File: src/rtl/counter_pkg.sv
// Shared types and elaboration helpers for the parametrised up/down counter family.
package counter_pkg;

  typedef enum logic {
    CNT_DOWN = 1'b0,
    CNT_UP   = 1'b1
  } cnt_dir_e;

  // Usable in localparam expressions; avoids relying on $clog2 of zero-width corners.
  function automatic int unsigned umax(input int unsigned a, input int unsigned b);
    return (a > b) ? a : b;
  endfunction

endpackage

File: src/rtl/dff_vec_sync_rst.sv
// WIDTH-bit register with synchronous active-high reset and a registered complement output.
module dff_vec_sync_rst #(
  parameter int unsigned          WIDTH     = 4,
  parameter logic [WIDTH-1:0]     RESET_VAL = '0
) (
  input  logic             clk,
  input  logic             reset,
  input  logic [WIDTH-1:0] d,
  output logic [WIDTH-1:0] q,
  output logic [WIDTH-1:0] qn
);

  logic [WIDTH-1:0] q_q;
  logic [WIDTH-1:0] qn_q;

  // Complement is its own flop so qn is glitch-free and never waits on an inverter after q.
  always_ff @(posedge clk) begin
    if (reset) begin
      q_q  <= RESET_VAL;
      qn_q <= ~RESET_VAL;
    end else begin
      q_q  <= d;
      qn_q <= ~d;
    end
  end

  assign q  = q_q;
  assign qn = qn_q;

endmodule

File: src/rtl/updown_counter_param.sv
// WIDTH-bit synchronous up/down counter modulo MODULUS with load, enable,
// wrap/saturate mode, terminal count for cascading, and wrap/sat flags.
module updown_counter_param
  import counter_pkg::*;
#(
  parameter int unsigned WIDTH     = 4,
  parameter int unsigned MODULUS   = 16,
  parameter int unsigned RESET_VAL = 0,
  parameter bit          SATURATE  = 1'b0
) (
  input  logic             clk,
  input  logic             reset,
  input  logic             en,
  input  logic             up_dn,
  input  logic             load,
  input  logic [WIDTH-1:0] load_val,
  output logic [WIDTH-1:0] count,
  output logic [WIDTH-1:0] count_n,
  output logic             tc,
  output logic             wrap,
  output logic             sat
);

  if (WIDTH < 1) begin : g_bad_width
    $error("updown_counter_param: WIDTH must be >= 1");
  end
  if ((MODULUS < 2) || (64'(MODULUS) > (64'd1 << WIDTH))) begin : g_bad_modulus
    $error("updown_counter_param: MODULUS must satisfy 2 <= MODULUS <= 2**WIDTH");
  end
  if (RESET_VAL >= MODULUS) begin : g_bad_reset_val
    $error("updown_counter_param: RESET_VAL must be < MODULUS");
  end

  // One extra bit so MODULUS == 2**WIDTH is representable in the load clip compare.
  localparam int unsigned      CMP_W = umax(WIDTH, $clog2(MODULUS)) + 1;
  localparam logic [WIDTH-1:0] TOP_C = WIDTH'(MODULUS - 1);
  localparam logic [WIDTH-1:0] RST_C = WIDTH'(RESET_VAL);
  localparam logic [CMP_W-1:0] MOD_C = CMP_W'(MODULUS);

  cnt_dir_e         dir;
  logic [WIDTH-1:0] count_q;
  logic [WIDTH-1:0] count_nq;
  logic [WIDTH-1:0] count_d;
  logic [WIDTH-1:0] load_clip;
  logic             at_top;
  logic             at_bot;
  logic             wrap_q;
  logic             wrap_d;
  logic             sat_q;
  logic             sat_d;

  assign dir       = cnt_dir_e'(up_dn);
  assign at_top    = (count_q == TOP_C);
  assign at_bot    = (count_q == '0);
  assign load_clip = (CMP_W'(load_val) >= MOD_C) ? TOP_C : load_val;

  always_comb begin
    count_d = count_q;
    wrap_d  = 1'b0;
    sat_d   = sat_q;
    if (load) begin
      count_d = load_clip;
      sat_d   = 1'b0;
    end else if (en) begin
      if (dir == CNT_UP) begin
        if (!at_top) begin
          count_d = count_q + WIDTH'(1);
          sat_d   = 1'b0;
        end else if (SATURATE) begin
          sat_d   = 1'b1;
        end else begin
          count_d = '0;
          wrap_d  = 1'b1;
        end
      end else begin
        if (!at_bot) begin
          count_d = count_q - WIDTH'(1);
          sat_d   = 1'b0;
        end else if (SATURATE) begin
          sat_d   = 1'b1;
        end else begin
          count_d = TOP_C;
          wrap_d  = 1'b1;
        end
      end
    end
  end

  dff_vec_sync_rst #(
    .WIDTH    (WIDTH),
    .RESET_VAL(RST_C)
  ) u_count_reg (
    .clk  (clk),
    .reset(reset),
    .d    (count_d),
    .q    (count_q),
    .qn   (count_nq)
  );

  always_ff @(posedge clk) begin
    if (reset) begin
      wrap_q <= 1'b0;
      sat_q  <= 1'b0;
    end else begin
      wrap_q <= wrap_d;
      sat_q  <= sat_d;
    end
  end

  assign count   = count_q;
  assign count_n = count_nq;
  assign wrap    = wrap_q;
  assign sat     = sat_q;
  assign tc      = en & ((dir == CNT_UP) ? at_top : at_bot);

endmodule

File: config.mk
export PLATFORM = sky130hd
export DESIGN_NAME = updown_counter_param
export DESIGN_NICKNAME = d
export VERILOG_FILES = /design/src/rtl/counter_pkg.sv /design/src/rtl/dff_vec_sync_rst.sv /design/src/rtl/updown_counter_param.sv
export SDC_FILE = /design/constraint.sdc
export NUM_CORES = 1
export LEC_CHECK = 0
export CAP_MARGIN = 25
export CORE_AREA = 5 5 42 44
export DETAILED_ROUTE_END_ITERATION = 8
export DIE_AREA = 0 0 47 49
export PLACE_DENSITY = 0.78
export SYNTH_ARGS = -nofsm -noshare
export SYNTH_HDL_FRONTEND = slang
export SYNTH_SLANG_ARGS = --single-unit
File: constraint.sdc
create_clock -name clk -period 2.5 [get_ports clk]
set_input_delay 0.5 -clock clk [delete_from_list [all_inputs] [get_ports clk]]
set_output_delay 0.5 -clock clk [all_outputs]
set_load 0.03 [all_outputs]
## Yosys cells after proc, flatten, opt, wreduce, memory -nomap -nowiden

Cells that the tools add are included.
W data, S select, Z words.

- Register bits after elaboration: 10
- Logic and storage cells: 28
- Bits of input ports: 9

- Bitwise logic cells: 3
- Muxes and demuxes: 12
- $add $sub $neg: 2
- Reductions and logical operators: 4
- Eq/ne operators: 3

Operators with widths:

| operator | count |
|---|---|
| $mux W4 | 5 |
| $mux W1 | 7 |
| $add A4 B1 Y4 const B | 1 |
| $eq A4 B4 Y1 const B | 1 |
| $logic_not A4 Y1 | 1 |
| $ne A2 B2 Y1 const B | 2 |
| $not A4 Y4 | 1 |
| $sub A4 B1 Y4 const B | 1 |
| $reduce_and A3 Y1 | 1 |
| $reduce_or A3 Y1 | 1 |
| $reduce_or A2 Y1 | 1 |
| $and A1 B1 Y1 | 1 |
| $not A1 Y1 | 1 |

## Longest topological paths before layout

Gate-level depths: netlist of the first run.

- Word-level depth: 6
- Gate-level depth with buffers: 6

## Hierarchy

From an unflattened synthesis of the first run, not the netlist that was laid out.

- Cells, all modules: 60
- Area, all modules: 519.2 um2

Modules (own cells, without submodules):

| module | times used | cells an instance | sequential area each (um2) | area each (um2) |
|---|---|---|---|---|
| updown_counter_param | 1 | 44 | 20.0 | 309.0 |
| dff_vec_sync_rst | 1 | 16 | 160.2 | 210.2 |

## Worst setup path after synthesis of the first run

Ideal clock, no wire load.

- Path kind: reg-to-output
- Start point: register u_count_reg.q_q[0], in the netlist u_count_reg.q[0]
- End point: output tc
- Data required time: 2.000 ns
- Arrival time: 1.359 ns
- Cell stages (with the launch flop): 5
- Path slack: 0.641 ns
- Cells stage by stage: dfxtp_1 > inv_1 > ha_1 > nor4b_2 > o21a_1

- Longest elaborated chain between the ends: 3
- Elaborated cells on any way between the ends: 4

Ends and longest elaborated chain:

| what | line | source |
|---|---|---|
| from (decl) | dff_vec_sync_rst.sv:13 | `logic [WIDTH-1:0] q_q;` |
| from (signal assigned) | dff_vec_sync_rst.sv:19 | `q_q <= RESET_VAL;` |
| from (signal assigned) | dff_vec_sync_rst.sv:22 | `q_q <= d;` |
| $eq A4 B4 Y1 or $logic_not A4 Y1 (tied branches) | updown_counter_param.sv:53, updown_counter_param.sv:54 |  |
| $mux W1 (*) | updown_counter_param.sv:114 | `assign tc = en & ((dir == CNT_UP) ? at_top : at_bot);` |
| $and A1 B1 Y1 (*) | updown_counter_param.sv:114 |  |
| to (decl) | updown_counter_param.sv:19 | `output logic tc,` |

Every way passes the cells marked *; elsewhere a longest branch is shown, timed or not.

## Worst setup path in the final report of the first run

- Start point: input up_dn
- End point: output tc

- Longest elaborated chain between the ends: 2

Ends and longest elaborated chain:

| what | line | source |
|---|---|---|
| from (decl) | updown_counter_param.sv:14 | `input logic up_dn,` |
| $mux W1 | updown_counter_param.sv:114 |  |
| $and A1 B1 Y1 | updown_counter_param.sv:114 |  |

Every way passes these cells.

==> impl_metrics.py, run 1 <==
metrics = {
    "finish": {
        "area_growth_pct": 42.5,
        "nets": 88,
        "fin_cells": 92,
        "diodes": 0,
        "layout_commonest_cell": "clkdlybuf4s50_1",
        "drive_above_1_share_pct": 13.2,
        "final_cell_mix": "clkdlybuf4s50_1 (17), dfxtp_1 (9), o21ai_0 (5)",
        "utilization_pct": 50.6,
    },
    "clocking": {
        "path_clk_slew_ns": 0.06,
        "cts_resized": 0,
        "clockRootBuffer": "clkbuf_4",
        "cts_hold_buf": 0,
        "htree_num_levels": 1,
        "cts_sinks": 9,
        "cts_tree": "yes",
        "clk_path_buf_depth": 2,
        "clk_latency_ns": 0.26,
        "cts_buffers": 3,
        "cts_setup_buffers": 0,
    },
    "worst_setup_path": {
        "slowest_stage": "clkdlybuf4s50_1",
        "worstPathRequired_ns": 2.00,
        "endpoint_kind": "output port",
        "cp.buffers_inverters": 2,
        "crit_path_max_fanout": 6,
        "worst-setup-path-type": "primary input to output port",
        "r2r-start": "u_count_reg.q[0]",
        "crit_family": "buffers and inverters",
        "path_cells": "clkdlybuf4s50_1, nor4b_2, o21a_1, buf_4",
        "cp-start-kind": "primary input",
        "worstSetupStartpoint": "up_dn",
        "crit_arrival_ns": 1.70,
        "cpPeakStageDelay_ns": 0.54,
    },
    "routing": {
        "drt-total-wl_um": 1140,
        "drc": 0,
        "drt-vias-per-instance": 5.28,
        "drt_first_iter_violations": 14,
        "vias": 486,
        "dr.pass1.iters": 4,
        "wl_per_cell_um": 12.3,
        "postRouteAntennaNets": 0,
    },
    "sta": {
        "fin_crit_sh_pct": 88.0,
        "final-hold-violation-count": 0,
        "rsz0062_at_grt": "no",
        "tns_ns": 0,
        "fin_crit_ns": 2.20,
        "fmax_mhz": 455,
        "whs_ns": 0.689,
        "drv_slew": 0,
        "clock_skew_ns": 0.00579,
        "finalSetupViolCount": 0,
    },
    "synth": {
        "syn-num-nets": 67,
        "synth.area.top_cells": "dfxtp_1 (36%), ha_1 (5.0%), o21ai_0 (5.0%)",
        "yosysWarningCount": 0,
        "ys_async_sr_fraction_pct": 0,
        "synth_top_area_cell": "dfxtp_1",
        "synth_top_area_share_pct": 36.2,
        "ys.flop_type": "dfxtp_1",
        "synth-edff-count": 0,
        "synth_cell_type_count": 27,
        "syn_area_per_cell_um2": 8.89,
        "syn_area_um2": 498,
        "synthesis.instances": 56,
        "synth_seq_area_share_pct": 36.2,
        "ys_seq_elements": 9,
    },
    "power": {
        "power_density_nw_per_um2": 558,
        "leakage_nw": 0.285,
        "ir_worst_vdd_uv": 398,
    },
    "place": {
        "place.gp.congestion": 0.827,
        "post-place-cells": 88,
        "numPortBuffers": 18,
        "place_hpwl_um": 905,
    },
    "status": {
        "status": "finished, final reports clean",
    },
    "floorplan": {
        "start_util_pct": 35.5,
        "dieWidth_um": 47,
        "die_height_um": 49,
        "io_pins": 20,
        "core_um2": 1400,
        "die-area_um2": 2300,
        "rows": 14,
    },
    "grt": {
        "grt_pass1_wl_um": 2090,
        "grt_overflow": 0,
        "grt_max_degree": 12,
        "gr-usage-all-layers_pct": 12.1,
        "antenna_found_initial": 0,
        "grt_pass1_vias": 488,
    },
    "hold_path": {
        "hold_start": "u_count_reg.q[2]",
        "min_path_type": "register to register",
    },
    "flow_run": {
        "cap_violations": 0,
    },
}
==> power by group <==
group	leakage (nW)	total (mW)	internal [mW]	switching, mW
sequential	0.0747	0.166	0.154	0.0121
combinational	0.196	0.117	0.0576	0.0598
clock	0.0150	0.112	0.0615	0.0508
==> final timing paths <==
kind | to | depth (start not counted) | slack, ns
max | tc | 4 | 0.30
min | u_count_reg.qn[2] | 2 | 0.69
max reg2reg | register | 6 | 0.97
min reg2reg | u_count_reg.qn[2] | 2 | 0.69
==> cells in the mapped netlist, types with 2 or more instances <==
| library cell | n |
|---|---|
| a21oi_1 | 4 |
| buf_4 | 2 |
| dfxtp_1 | 9 |
| ha_1 | 2 |
| inv_1 | 4 |
| nand2_1 | 4 |
| nand2b_1 | 2 |
| nor2_1 | 3 |
| o21a_1 | 3 |
| o21ai_0 | 5 |
| o221ai_1 | 2 |
==> logic make-up (layout without fill, tap and decap cells) <==
family,Yosys count,count (layout),synth area share [%]
AOI/OAI and AO/OA,18,18,23.9
xor gates and xnor gates,2,2,5.03
adders and majority gates,2,2,5.02
buffers and inverters,7,27,7.03
DFF,9,9,36.2
muxes,2,2,5.02
other,1,1,0.753
and+or+nand+nor,15,15,17.1
==> cell type report <==
class	count	area [µm²]
clock buffer	4	26.3
fill	142	692
timing repair buffer	19	185
multi-input combinational	40	283
sequential	9	180
tap	16	20.0
inverter	4	15.0
==> metrics by stage <==
step | power [mW] | instance area (µm²) | worst slack (ns)
after floorplan | 0.242 | 498 | 0.641
after global placement | 0.285 | 683 | 0.370
after detailed placement | 0.287 | 683 | 0.291
after CTS | 0.402 | 709 | 0.290
after global routing | 0.421 | 709 | 0.199
final | 0.396 | 709 | 0.301
==> worst min-delay path: cells and delay by family, from the launching register on <==
| family | cells | cell delay (ns) |
|---|---|---|
| flops | 1 | 0.39 |
| xor+xnor | 1 | 0.20 |
| compound gates | 1 | 0.05 |
==> routing by layer <==
metal	vias up	routed length [µm]	track usage (%)	share of wire, %
met4	0	21	6.91	1.8
met5	-	0	0	0
met2	19	588	19.2	52
li1	236	-	-	-
met3	2	70	2.58	6.2
met1	229	456	14.3	40
Power figures use the tool's default switching activity.
==> run 2: changes to the inputs <==
--- a/config.mk
+++ b/config.mk
@@ -6,10 +6,11 @@
 export NUM_CORES = 1
 export LEC_CHECK = 0
 export CAP_MARGIN = 25
-export CORE_AREA = 5 5 42 44
+export CORE_AREA = 2 2 39 41
 export DETAILED_ROUTE_END_ITERATION = 8
-export DIE_AREA = 0 0 47 49
+export DIE_AREA = 0 0 41 43
 export PLACE_DENSITY = 0.78
+export REMOVE_ABC_BUFFERS = 1
 export SYNTH_ARGS = -nofsm -noshare
 export SYNTH_HDL_FRONTEND = slang
 export SYNTH_SLANG_ARGS = --single-unit
==> impl_metrics.py, run 2 (synthesized netlist as in run 1, its figures left out) <==
metrics = {
    "floorplan": {
        "dieWidth_um": 41,
        "start_util_pct": 36.0,
        "rows": 14,
        "die-area_um2": 1760,
        "core_um2": 1380,
        "die_height_um": 43,
        "io_pins": 20,
    },
    "routing": {
        "drt-total-wl_um": 974,
        "postRouteAntennaNets": 0,
        "drc": 0,
        "dr.pass1.iters": 4,
        "drt_first_iter_violations": 8,
        "wl_per_cell_um": 10.7,
        "vias": 467,
        "drt-vias-per-instance": 5.13,
    },
    "place": {
        "place_hpwl_um": 765,
        "placed_cell_area_um2": 676,
        "numPortBuffers": 18,
        "place.gp.congestion": 0.721,
        "place_ws_ns": 0.321,
    },
    "power": {
        "p_sw_uw": 119,
        "ir_worst_vdd_uv": 315,
        "clock_power_share_pct": 28.4,
        "combinationalPowerShare_pct": 29.1,
        "seqPwrFrac_pct": 42.5,
        "power_density_nw_per_um2": 557,
        "leakage_nw": 0.281,
        "intPower_uw": 272,
        "swShare_pct": 30.4,
    },
    "sta": {
        "finalSetupViolCount": 0,
        "fin_ws_ns": 0.310,
        "whs_ns": 0.685,
        "fmax_mhz": 457,
        "clock_skew_ns": 0.00633,
        "tns_ns": 0,
        "drv_slew": 0,
        "fin_crit_sh_pct": 87.6,
        "fin_crit_ns": 2.19,
        "final-hold-violation-count": 0,
        "rsz0062_at_grt": "no",
    },
    "grt": {
        "antenna_found_initial": 0,
        "grt_pass1_wl_um": 1610,
        "grt_pass1_vias": 407,
        "grt_overflow": 0,
        "grt_max_degree": 12,
        "gr-usage-all-layers_pct": 13.4,
    },
    "status": {
        "status": "finished, final reports clean",
    },
    "clocking": {
        "clk_latency_ns": 0.26,
        "clk_path_buf_depth": 2,
        "cts_setup_buffers": 0,
        "cts_sinks": 9,
        "cts_tree": "yes",
        "cts_resized": 0,
        "path_clk_slew_ns": 0.06,
        "clockRootBuffer": "clkbuf_4",
        "htree_num_levels": 1,
        "cts_hold_buf": 0,
        "cts_buffers": 3,
    },
    "finish": {
        "area_growth_pct": 41.0,
        "drive_above_1_share_pct": 12.0,
        "stdcell_area_um2": 702,
        "nets": 87,
        "diodes": 0,
        "final_cell_mix": "clkdlybuf4s50_1 (17), dfxtp_1 (9), o21ai_0 (5)",
        "layout_commonest_cell": "clkdlybuf4s50_1",
        "utilization_pct": 50.7,
        "num-fill-cells": 141,
    },
    "flow_run": {
        "cap_violations": 0,
    },
    "worst_setup_path": {
        "crit_arrival_ns": 1.69,
        "worstSetupStartpoint": "up_dn",
        "cp-start-kind": "primary input",
        "endpoint_kind": "output port",
        "worst-setup-path-type": "primary input to output port",
        "worstPathRequired_ns": 2.00,
        "r2r-start": "u_count_reg.q[0]",
        "crit_path_max_fanout": 6,
    },
    "hold_path": {
        "min_path_type": "register to register",
        "hold_start": "u_count_reg.q[2]",
    },
}
## run 2: cell count changes in the layout (fill, tap and decap cells not counted)
| cell | change |
|---|---|
| buf_4 | -1 |
## run 2: per-stage QoR
stage | power [mW] | std cells
global route | 0.415 | 91
detailed placement | 0.285 | 87
CTS | 0.397 | 91
finish | 0.391 | 91
floorplan | 0.236 | 53
global placement | 0.282 | 87
## run 2: critical path, stage by stage
cell and delay [ns]:
clkdlybuf4s50_1 0.63, nand2_1 0.13, nor2_1 0.13, o21a_1 0.15, buf_4 0.16
## run 2: worst paths after layout
check / endpoint / slack, ns / cells after the start
max: tc / 0.31 / 5
min: u_count_reg.qn[2] / 0.68 / 2
max reg2reg: u_count_reg.q[0] / 0.95 / 6
min reg2reg: u_count_reg.qn[2] / 0.68 / 2
## run 2: cell type report
type / instances / area (µm²) / share of cell area, %
multi-input cells: 40 / 283 / 40.3
flip-flops and latches: 9 / 180 / 25.7
repair buffers: 18 / 178 / 25.3
clock buffers: 4 / 26.3 / 3.74
well taps: 16 / 20.0 / 2.85
inverters: 4 / 15.0 / 2.14
## run 2: metal layers
layer / wire (µm) / vias to the layer above / GRT usage (%)
met5: 0 / - / 0
met4: 16 / 0 / 10.0
met3: 55 / 2 / 1.57
met2: 461 / 18 / 20.3
met1: 440 / 216 / 16.2
li1: - / 231 / -
## run 2: power groups by stage
stage	Clock, mW	Combinational (mW)	Sequential, mW
2_1_floorplan	0	0.0469	0.189
3_3_place_gp	0	0.113	0.169
3_5_place_dp	0	0.115	0.170
4_1_cts	0.115	0.115	0.167
5_1_grt	0.123	0.124	0.168
6_report	0.111	0.114	0.166
